===== config.mk =====
export PLATFORM = sky130hd
export DESIGN_NAME = multicycle_sequencer
export DESIGN_NICKNAME = d
export VERILOG_FILES = /design/src/rtl/legv8_pkg.sv /design/src/rtl/opcode_decoder.sv /design/src/rtl/multicycle_sequencer.sv
export SDC_FILE = /design/constraint.sdc
export NUM_CORES = 1
export LEC_CHECK = 0
export BUFFER_PORTS_ARGS = -buffer_cell sky130_fd_sc_hd__buf_2
export CORE_AREA = 2 2 257 259
export DETAILED_ROUTE_END_ITERATION = 6
export DIE_AREA = 0 0 259 261
export SETUP_SLACK_MARGIN = 0.15
export SYNTH_ARGS = -nofsm -noshare
export SYNTH_HDL_FRONTEND = slang
export SYNTH_SLANG_ARGS = --single-unit

===== constraint.sdc =====
create_clock -name clock -period 2.71 [get_ports clock]
set_clock_uncertainty 0.15 [all_clocks]
set_input_delay 0.4065 -clock clock [delete_from_list [all_inputs] [get_ports clock]]
set_output_delay 0.4065 -clock clock [all_outputs]
set_load 0.005 [all_outputs]

===== src/rtl/legv8_pkg.sv =====
// Shared definitions for the LEGv8 multicycle sequencer: FSM states,
// opcode fields, ALU operation encodings and instruction classes.
package legv8_pkg;

  typedef enum logic [2:0] {
    FETCH_REQ,
    FETCH_WAIT,
    DECODE,
    EXECUTE,
    MEM_REQ,
    MEM_WAIT,
    WRITEBACK,
    TRAP
  } state_e;

  // 11-bit opcodes in ir[31:21]
  localparam logic [10:0] OP_ADD  = 11'b10001011000;
  localparam logic [10:0] OP_SUB  = 11'b11001011000;
  localparam logic [10:0] OP_AND  = 11'b10001010000;
  localparam logic [10:0] OP_ORR  = 11'b10101010000;
  localparam logic [10:0] OP_LDUR = 11'b11111000010;
  localparam logic [10:0] OP_STUR = 11'b11111000000;
  // CBZ is identified by ir[31:24], B by ir[31:26]
  localparam logic [7:0]  OP_CBZ  = 8'b10110100;
  localparam logic [5:0]  OP_B    = 6'b000101;

  // ALU control class handed to the datapath's ALU control unit
  localparam logic [1:0] ALUOP_MEM    = 2'b00;
  localparam logic [1:0] ALUOP_BRANCH = 2'b01;
  localparam logic [1:0] ALUOP_RTYPE  = 2'b10;

  typedef enum logic [2:0] {
    CLS_RTYPE,
    CLS_LDUR,
    CLS_STUR,
    CLS_CBZ,
    CLS_B,
    CLS_ILLEGAL
  } instr_class_e;

endpackage


===== src/rtl/opcode_decoder.sv =====
// Purely combinational instruction classifier for the LEGv8 subset.
module opcode_decoder
  import legv8_pkg::*;
(
  input  logic [31:0]  ir_i,
  output instr_class_e cls_o
);

  // Classify the instruction: 11-bit opcodes first, then CBZ, then B.
  always_comb begin
    // NOTE: every combinational output gets a default before any branch,
    // so no path can leave it unassigned and infer a latch.
    cls_o = CLS_ILLEGAL;
    unique case (ir_i[31:21])
      OP_ADD, OP_SUB, OP_AND, OP_ORR: cls_o = CLS_RTYPE;
      OP_LDUR:                        cls_o = CLS_LDUR;
      OP_STUR:                        cls_o = CLS_STUR;
      default: begin
        if (ir_i[31:24] == OP_CBZ) begin
          cls_o = CLS_CBZ;
        end else if (ir_i[31:26] == OP_B) begin
          cls_o = CLS_B;
        end
      end
    endcase
  end

endmodule


===== src/rtl/multicycle_sequencer.sv =====
// Multicycle LEGv8 control sequencer: fetches over a valid/ready instruction
// channel, decodes, steers the external datapath, issues loads/stores over a
// valid/ready data channel and advances the PC. Illegal encodings lock the
// sequencer in TRAP until reset.
// Optional build macro: PERF_COUNTERS_EN adds cycle_count and instr_count.
// dmem_addr is taken from the low bits of alu_result, so DATA_WIDTH must be
// at least ADDR_WIDTH.
module multicycle_sequencer
  import legv8_pkg::*;
#(
  parameter int unsigned           ADDR_WIDTH = 64,
  parameter int unsigned           DATA_WIDTH = 64,
  parameter logic [ADDR_WIDTH-1:0] PC_RESET   = '0
) (
  input  logic                  clock,
  input  logic                  reset,
  // instruction request / response
  output logic                  imem_req_valid,
  input  logic                  imem_req_ready,
  output logic [ADDR_WIDTH-1:0] imem_addr,
  input  logic                  imem_rsp_valid,
  input  logic [31:0]           imem_rsp_data,
  // data request / response
  output logic                  dmem_req_valid,
  input  logic                  dmem_req_ready,
  output logic                  dmem_write,
  output logic [ADDR_WIDTH-1:0] dmem_addr,
  output logic [DATA_WIDTH-1:0] dmem_wdata,
  input  logic                  dmem_rsp_valid,
  input  logic [DATA_WIDTH-1:0] dmem_rsp_data,
  // datapath inputs
  input  logic [DATA_WIDTH-1:0] alu_result,
  input  logic                  alu_zero,
  input  logic [ADDR_WIDTH-1:0] branch_target,
  input  logic [DATA_WIDTH-1:0] store_data,
  // datapath controls
  output logic [ADDR_WIDTH-1:0] pc,
  output logic [31:0]           ir,
  output logic                  reg_write,
  output logic                  mem_to_reg,
  output logic                  alu_src,
  output logic                  reg2loc,
  output logic [1:0]            alu_op,
  output logic [DATA_WIDTH-1:0] load_data,
  // status
  output logic                  instr_retired,
`ifdef PERF_COUNTERS_EN
  output logic [63:0]           cycle_count,
  output logic [63:0]           instr_count,
`endif
  output logic                  trap
);

  state_e                state_q, state_d;
  logic [ADDR_WIDTH-1:0] pc_q, pc_d;
  logic [31:0]           ir_q, ir_d;
  logic [DATA_WIDTH-1:0] load_data_q, load_data_d;
  instr_class_e          cls;
  logic [ADDR_WIDTH-1:0] pc_plus4;

  // Raw (pre-reset-gating) request and strobe values
  logic imem_req_valid_c, dmem_req_valid_c, dmem_write_c;
  logic reg_write_c, mem_to_reg_c, retire_c;

  opcode_decoder u_opcode_decoder (
    .ir_i  (ir_q),
    .cls_o (cls)
  );

  // Modulo-2^ADDR_WIDTH increment; the carry out is simply dropped.
  assign pc_plus4 = pc_q + ADDR_WIDTH'(4);

  // State, PC, IR and load-data registers with synchronous reset.
  always_ff @(posedge clock) begin
    // NOTE: sequential state uses non-blocking assignments so every register
    // samples pre-edge values regardless of statement order.
    if (reset) begin
      state_q     <= FETCH_REQ;
      pc_q        <= PC_RESET;
      ir_q        <= '0;
      load_data_q <= '0;
    end else begin
      state_q     <= state_d;
      pc_q        <= pc_d;
      ir_q        <= ir_d;
      load_data_q <= load_data_d;
    end
  end

  // Next-state and control decode; outputs are Moore-style off state_q so
  // requests stay stable while waiting for ready.
  always_comb begin
    state_d          = state_q;
    pc_d             = pc_q;
    ir_d             = ir_q;
    load_data_d      = load_data_q;
    imem_req_valid_c = 1'b0;
    dmem_req_valid_c = 1'b0;
    dmem_write_c     = 1'b0;
    reg_write_c      = 1'b0;
    mem_to_reg_c     = 1'b0;
    retire_c         = 1'b0;
    alu_src          = 1'b0;
    reg2loc          = 1'b0;
    alu_op           = ALUOP_MEM;

    unique case (state_q)
      FETCH_REQ: begin
        imem_req_valid_c = 1'b1;
        if (imem_req_ready) state_d = FETCH_WAIT;
      end
      FETCH_WAIT: begin
        if (imem_rsp_valid) begin
          ir_d    = imem_rsp_data;
          state_d = DECODE;
        end
      end
      DECODE: begin
        state_d = (cls == CLS_ILLEGAL) ? TRAP : EXECUTE;
      end
      EXECUTE: begin
        unique case (cls)
          CLS_RTYPE: begin
            alu_op  = ALUOP_RTYPE;
            state_d = WRITEBACK;
          end
          CLS_LDUR: begin
            alu_src = 1'b1;
            state_d = MEM_REQ;
          end
          CLS_STUR: begin
            alu_src = 1'b1;
            reg2loc = 1'b1;
            state_d = MEM_REQ;
          end
          CLS_CBZ: begin
            alu_op   = ALUOP_BRANCH;
            reg2loc  = 1'b1;
            pc_d     = alu_zero ? branch_target : pc_plus4;
            retire_c = 1'b1;
            state_d  = FETCH_REQ;
          end
          CLS_B: begin
            pc_d     = branch_target;
            retire_c = 1'b1;
            state_d  = FETCH_REQ;
          end
          default: state_d = TRAP;
        endcase
      end
      MEM_REQ: begin
        // Keep the address/store-data controls asserted so alu_result and
        // store_data stay valid for the whole request.
        alu_src          = 1'b1;
        reg2loc          = (cls == CLS_STUR);
        dmem_req_valid_c = 1'b1;
        dmem_write_c     = (cls == CLS_STUR);
        if (dmem_req_ready) begin
          // Stores finish in WRITEBACK (PC advance, no register write).
          state_d = (cls == CLS_STUR) ? WRITEBACK : MEM_WAIT;
        end
      end
      MEM_WAIT: begin
        if (dmem_rsp_valid) begin
          load_data_d = dmem_rsp_data;
          state_d     = WRITEBACK;
        end
      end
      WRITEBACK: begin
        reg_write_c  = (cls != CLS_STUR);
        mem_to_reg_c = (cls == CLS_LDUR);
        pc_d         = pc_plus4;
        retire_c     = 1'b1;
        state_d      = FETCH_REQ;
      end
      TRAP: begin
        state_d = TRAP;
      end
      default: state_d = TRAP;
    endcase
  end

  // Requests and strobes drop in the same cycle reset is raised.
  assign imem_req_valid = imem_req_valid_c & ~reset;
  assign dmem_req_valid = dmem_req_valid_c & ~reset;
  assign dmem_write     = dmem_write_c & ~reset;
  assign reg_write      = reg_write_c & ~reset;
  assign mem_to_reg     = mem_to_reg_c & ~reset;
  assign instr_retired  = retire_c & ~reset;
  assign trap           = (state_q == TRAP) & ~reset;

  assign imem_addr  = pc_q;
  assign dmem_addr  = alu_result[ADDR_WIDTH-1:0];
  assign dmem_wdata = store_data;
  assign pc         = pc_q;
  assign ir         = ir_q;
  assign load_data  = load_data_q;

`ifdef PERF_COUNTERS_EN
  logic [63:0] cycle_count_q, instr_count_q;

  // Free-running cycle and retirement counters, wrapping at 2^64.
  always_ff @(posedge clock) begin
    if (reset) begin
      cycle_count_q <= '0;
      instr_count_q <= '0;
    end else begin
      cycle_count_q <= cycle_count_q + 64'd1;
      if (retire_c) instr_count_q <= instr_count_q + 64'd1;
    end
  end

  assign cycle_count = cycle_count_q;
  assign instr_count = instr_count_q;
`endif

endmodule


# After elaboration in Yosys (flattened, before gate mapping)

Index checks and enable logic that the tools add are counted.

Eq/ne operators: 26
Muxes and demuxes: 27
Bitwise logic cells: 8
$add $sub $neg: 1
Reductions and logical operators: 11

Operators with widths:

| cell                  | count |
|---|---|
| $pmux 64 s2           | 2 |
| $eq 11x11->1 const B  | 6 |
| $add 64x3->64 const B | 1 |
| $mux 64               | 1 |
| $pmux 3 s8            | 1 |
| $eq 3x3->1 const B    | 6 |
| $mux 3                | 6 |
| $pmux 3 s3            | 2 |
| $eq 3x2->1 const B    | 4 |
| $mux 1                | 9 |
| $eq 8x8->1 const B    | 1 |
| $ne 2x2->1 const B    | 4 |
| $and 1x1->1           | 7 |
| $eq 3x1->1 const B    | 2 |
| $eq 6x3->1 const B    | 1 |
| $logic_not 3->1       | 2 |
| $pmux 1 s2            | 3 |
| $reduce_and 2->1      | 3 |
| $reduce_or 2->1       | 3 |
| $mux 2                | 2 |
| $pmux 2 s2            | 1 |
| $reduce_and 4->1      | 1 |
| $reduce_or 4->1       | 1 |
| $ne 3x2->1 const B    | 1 |
| other kinds (3)       | 3 |

Bits in registers: 163
Input port bits: 295
Logic and storage cells: 77
Output and inout port bits: 363

# Logic depth before layout (Yosys ltp)

Depth after elaboration: 9
Mapped depth: 9
Depth with buffers taken out: 7

# Cells and area by module

A second synthesis with hierarchy kept.

Cell total of the unflattened synthesis: 1236
Area total of the unflattened synthesis: 9253.9 um^2

By module, submodules not included:

| module               | cells each | sequential area each (um^2) | times used | area each (um^2) |
|---|---|---|---|---|
| multicycle_sequencer | 1221       | 3263.1                      | 1          | 9110.0 |
| opcode_decoder       | 15         | 0.0                         | 1          | 143.9 |

# Worst setup path before layout

Ideal clock, no wire load.

Kind: flip-flop to flip-flop
From: register pc_q[2] (netlist: imem_addr[2])
To: register pc_q[56] (netlist: imem_addr[56])
Clock period less this slack: 2265 ps
Stages on the path, launching flop included: 9
Path slack: 445 ps
Arrival: 1993 ps
Setup time: 122 ps
Buffers on the path: 1
Data required time: 2438 ps
Path through: dfxtp_1 ha_1 nand3_1 nor4_4 nand4_2 buf_6 nor2_2 nor3_1 a311o_1

Longest elaborated chain between the ends: 4

Ends and longest elaborated chain:

| element                  | line                        | RTL |
|---|---|---|
| start: declaration       | multicycle_sequencer.sv:55  | `logic [ADDR_WIDTH-1:0] pc_q, pc_d;` |
| start signal: assignment | multicycle_sequencer.sv:84  | `pc_q <= pc_d;` |
| $add 64x3->64 (*)        | multicycle_sequencer.sv:71  | `assign pc_plus4 = pc_q + ADDR_WIDTH'(4);` |
| $mux 64                  | multicycle_sequencer.sv:139 | `pc_d = alu_zero ? branch_target : pc_plus4;` |
| $pmux 64 s2              | multicycle_sequencer.sv:122 | `unique case (cls)` |
| $pmux 64 s2 (*)          | multicycle_sequencer.sv:107 | `unique case (state_q)` |

Every way passes the cells marked *; elsewhere a longest branch is shown, timed or not.
A chain may end at the register's enable or synchronous reset.

# Worst setup path after layout

From: register ir_q[31] (netlist: ir[31])
To: register pc_q[26] (netlist: imem_addr[26])

Longest elaborated chain between the ends: 7
Elaborated cells on any way between the ends: 18
Classes of those cells: eq/ne: 11; mux: 5; reduce/logical: 2

Ends and longest elaborated chain:

| element                                         | line                        | RTL |
|---|---|---|
| start: declaration                              | multicycle_sequencer.sv:56  | `logic [31:0] ir_q, ir_d;` |
| start signal: assignment                        | multicycle_sequencer.sv:85  | `ir_q <= ir_d;` |
| $eq 6x3->1                                      | opcode_decoder.sv:21        | `end else if (ir_i[31:26] == OP_B) begin` |
| $mux 1                                          | opcode_decoder.sv:21        |  |
| $mux 3                                          | opcode_decoder.sv:19        | `if (ir_i[31:24] == OP_CBZ) begin` |
| $pmux 3 s3 (*)                                  | opcode_decoder.sv:14        | `unique case (ir_i[31:21])` |
| $eq 3x3->1 or $eq 3x2->1 (tied branches)        | multicycle_sequencer.sv:122 |  |
| $pmux 64 s2 or $ne 3x3->1 (tied branches)       | --                          |  |
| $pmux 64 s2 or $reduce_and 2->1 (tied branches) | --                          |  |

Marked as above.

==> key figures <==
Floorplanning
  – Die H: 261 µm
  – Rows: 94
  – Die ar.: 0.0676 mm²
  – Die W: 259 µm
  – Initial Utilization: 14.3%
  – Core Box Area: 0.0650 mm²
  – Top Ports: 658

Route
  – Initial DRC count: 575
  – Final WL: 46700 µm
  – DRC errors left: 0
  – Initial DRT Pass Iterations: 5
  – Vias per cell: 4.19
  – Routed WL per cell: 18.9 µm
  – DR vias: 10333
  – Final antenna-violating net count: 0

Setup path
  – Top cell family by delay on the critical path: buffers and inverters
  – Startpoint types: flip-flop
  – Chain of cells forming the critical path: buf_4 > buf_4 > o21bai_4 > o211ai_1 > buf_4 > buf_12 > nor2_1 > buf_4 > a22oi_1 > a31oi_1
  – RR Startpoint: ir[31]
  – Critical path depth in cells: 10
  – Critical path startpoint: ir[31]
  – Worst-path fanout max: 28
  – Worst Reg-to-Reg Cells: 10
  – CP max stage cell: o21bai_4
  – Setup crit end kind: flip-flop
  – Required time of the critical path: 2.98 ns
  – Worst Path Arrival: 2.77 ns
  – Critical path type: reg -> reg
  – CP dominant cell by count: buf_4
  – Worst path max stage delay: 0.37 ns
  – Worst R2R Setup Slack: 0.21 ns
  – CP bufs+invs: 5

Synthesis
  – Synth Flop Type: dfxtp_1
  – #FFs+latches synth: 163
  – Top-area cell type share of the netlist area: 35.1%
  – Seq/Total Area, Yosys: 35.1%
  – Area of the mapped netlist: 0.00929 mm²
  – Post-Syn Nets: 1547
  – Post-synth ARST share: 0%
  – Synth cell count leaders: nand2_1, buf_4, dfxtp_1, a21oi_1, clkbuf_1
  – Syn_area_per_cell: 7.43 µm²
  – Top post-synthesis cells by area: dfxtp_1, buf_4, nand2_1
  – Number of synthesized flops with an enable pin: 0
  – Most instantiated library cell after synthesis: nand2_1
  – Post-synth cell types: 67
  – Cell taking the most area after synthesis: dfxtp_1
  – Ys Warns: 0
  – Mapped Cells: 1251

Timing
  – Max_slew headroom: 44.7%
  – Crit share post-route: 92.2%
  – Achievable clock frequency: 400 MHz
  – Post-Route Setup TNS: 0 ns
  – Final Hold Vio Count: 0
  – Worst-margin pin slew: 0.829 ns
  – RSZ-0062 raised after global routing: yes
  – Fin crit period: 2.50 ns
  – Slew Viols, Final: 0
  – Setup violators final: 0

Cells and area
  – Post-layout util: 20.0%
  – Post-route insts no fill: 2466
  – # nets final: 1882
  – Syn-to-layout area delta: 40.2%
  – Share of layout cells above drive strength 1: 35.0%
  – Design area: 0.0130 mm²

Placement
  – Placement Cell Area: 0.0113 mm²
  – Cells after DPL: 2324
  – Hpwl dp: 34800 µm
  – Buffers on Ports: 401
  – GP Congestion: 0.853

Clocking
  – Worst-Skew Late Latency: 0.50 ns
  – Num CTS Buffers: 17
  – Clock Pin Slew Worst Setup and Hold Paths: 0.10 ns
  – Root Buffer Master: clkbuf_16
  – CTS tree: done
  – H-tree depth: 4
  – CTS Buffer Depth: 2
  – Num Clock Sinks: 163

Global routing
  – GRT Total Usage: 13.0%
  – Initial antenna violation count: 12
  – Pin count of the biggest net entering global routing: 70
  – Vias in the first global route: 9647
  – Global route total overflow: 0
  – First-pass GRT wire length: 64000 µm

Min path
  – Min-delay src: branch_target[1]
  – Hold path cells: 3
  – HP Class: in -> reg

Status
  – Status: finished, final reports clean

Power and ir drop
  – Net load switching power: 2.28 mW
  – Leakage: 5.51 nW
  – Net Sw Frac: 34.2%
  – Clk pwr share: 40.0%
  – Cell Int Power: 4.38 mW
  – Tot Pwr: 6.66 mW
  – Combinational group share of total power: 20.5%
  – Reg power frac: 39.5%
  – Power per cell area: 511 mW/mm²
  – Peak supply drop: 0.476 mV

Flow run
  – Max_cap viols: 0
kinds of logic (layout without fill, tap and decap cells):
| group | count (synthesis) | in the layout | share of synthesized area [%] |
|---|---|---|---|
| buffers and inverters | 284 | 630 | 19.5 |
| XOR/XNOR | 12 | 12 | 1.13 |
| AO/OA/AOI/OAI | 293 | 295 | 18.4 |
| AND/OR/NAND/NOR | 494 | 494 | 25.2 |
| adder cells (fa/ha/maj) | 1 | 1 | 0.135 |
| multiplexers | 4 | 4 | 0.431 |
| flip-flops | 163 | 163 | 35.1 |
| other | 0 | 3 | 0 |
path summary, 6_finish.rpt:
kind	endpoint
worst min-delay path	imem_addr[1]
worst min register to register	ir[18]
worst max register to register	imem_addr[26]
worst max-delay path	imem_addr[26]
stage by stage:
stage                     setup slack [ns]  hold WS (ns)
after floorplan                      0.445         0.303
after global placement               0.174         0.288
after detailed placement             0.173         0.293
after CTS                            0.136       0.00322
after global routing                 0.114       0.00665
final                                0.211        0.0252
power by group through the flow:
stage,clock (mW),combinational (mW),sequential [mW]
after floorplan,0,0.785,2.67
after global placement,0,1.20,2.68
after detailed placement,0,1.19,2.68
after CTS,2.78,1.32,2.63
after global routing,2.86,1.50,2.65
final,2.66,1.36,2.63
cells in the final DEF (no fill, tap or decap), types with 5 or more instances in the layout:
master         netlist  routed
o32ai_1              5       5
a21oi_1            157     157
o21ai_0             45      44
inv_1               14      14
a22o_1               5       5
dlygate4sd3_1        0      89
a22oi_1             11      11
nand2_1            260     259
o31ai_1              6       6
nor2_1              55      53
and4_1               9       8
nand3_1             38      38
dfxtp_1            163     157
xnor2_1             11      11
nor3_1              30      30
buf_2                9     399
and2_1              10      10
buf_4              194      88
clkbuf_16            0      17
a32oi_1              5       5
nand4_1             20      20
nor4_1              17      17
a31oi_1             10      10
clkinv_8             0       6
buf_12               0       5
and3_1              26      25
o22ai_1             15      15
flip-flops by register name, indices dropped and copies added (netlist names):
register / cells
state_q: 3
imem_addr: 64
load_data: 64
ir: 32
area by class of cell:
type                    instances  area, µm²
clock buffers                  17        425
fillers                      7243      52000
diodes                          3       7.51
clock inverters                15        201
inverters                      15       61.3
well taps                     864       1080
flip-flops and latches        163       3280
repair buffers                583       3670
multi-input cells             806       4300
worst register-to-register path, stage by stage (launching register included):
cell and delay, ns:
dfxtp_4 0.35, buf_4 0.13, buf_4 0.15, o21bai_4 0.37
o211ai_1 0.16, buf_4 0.20, buf_12 0.18, nor2_1 0.30
buf_4 0.21, a22oi_1 0.06, a31oi_1 0.17
layer usage:
| layer | global-route usage, % | share of wire [%] | vias to the layer above |
|---|---|---|---|
| met4 | 6.28 | 3.9 | 6 |
| met3 | 5.11 | 8.9 | 110 |
| li1 | - | - | 4818 |
| met2 | 21.9 | 47 | 579 |
| met1 | 14.3 | 40 | 4820 |
| met5 | 0 | 0.079 | - |
timing repair:
action | 4_1_cts | 5_1_grt
endpoints found under the setup margin | 6 | 20
hold endpoints to repair | 89 | 0
cloned | 0 | 2
resized for setup | 13 | 10
setup buffers | 8 | 8
hold buffers | 89 | 0
pin swaps | 4 | 4
(Power assumes the default switching activity.)
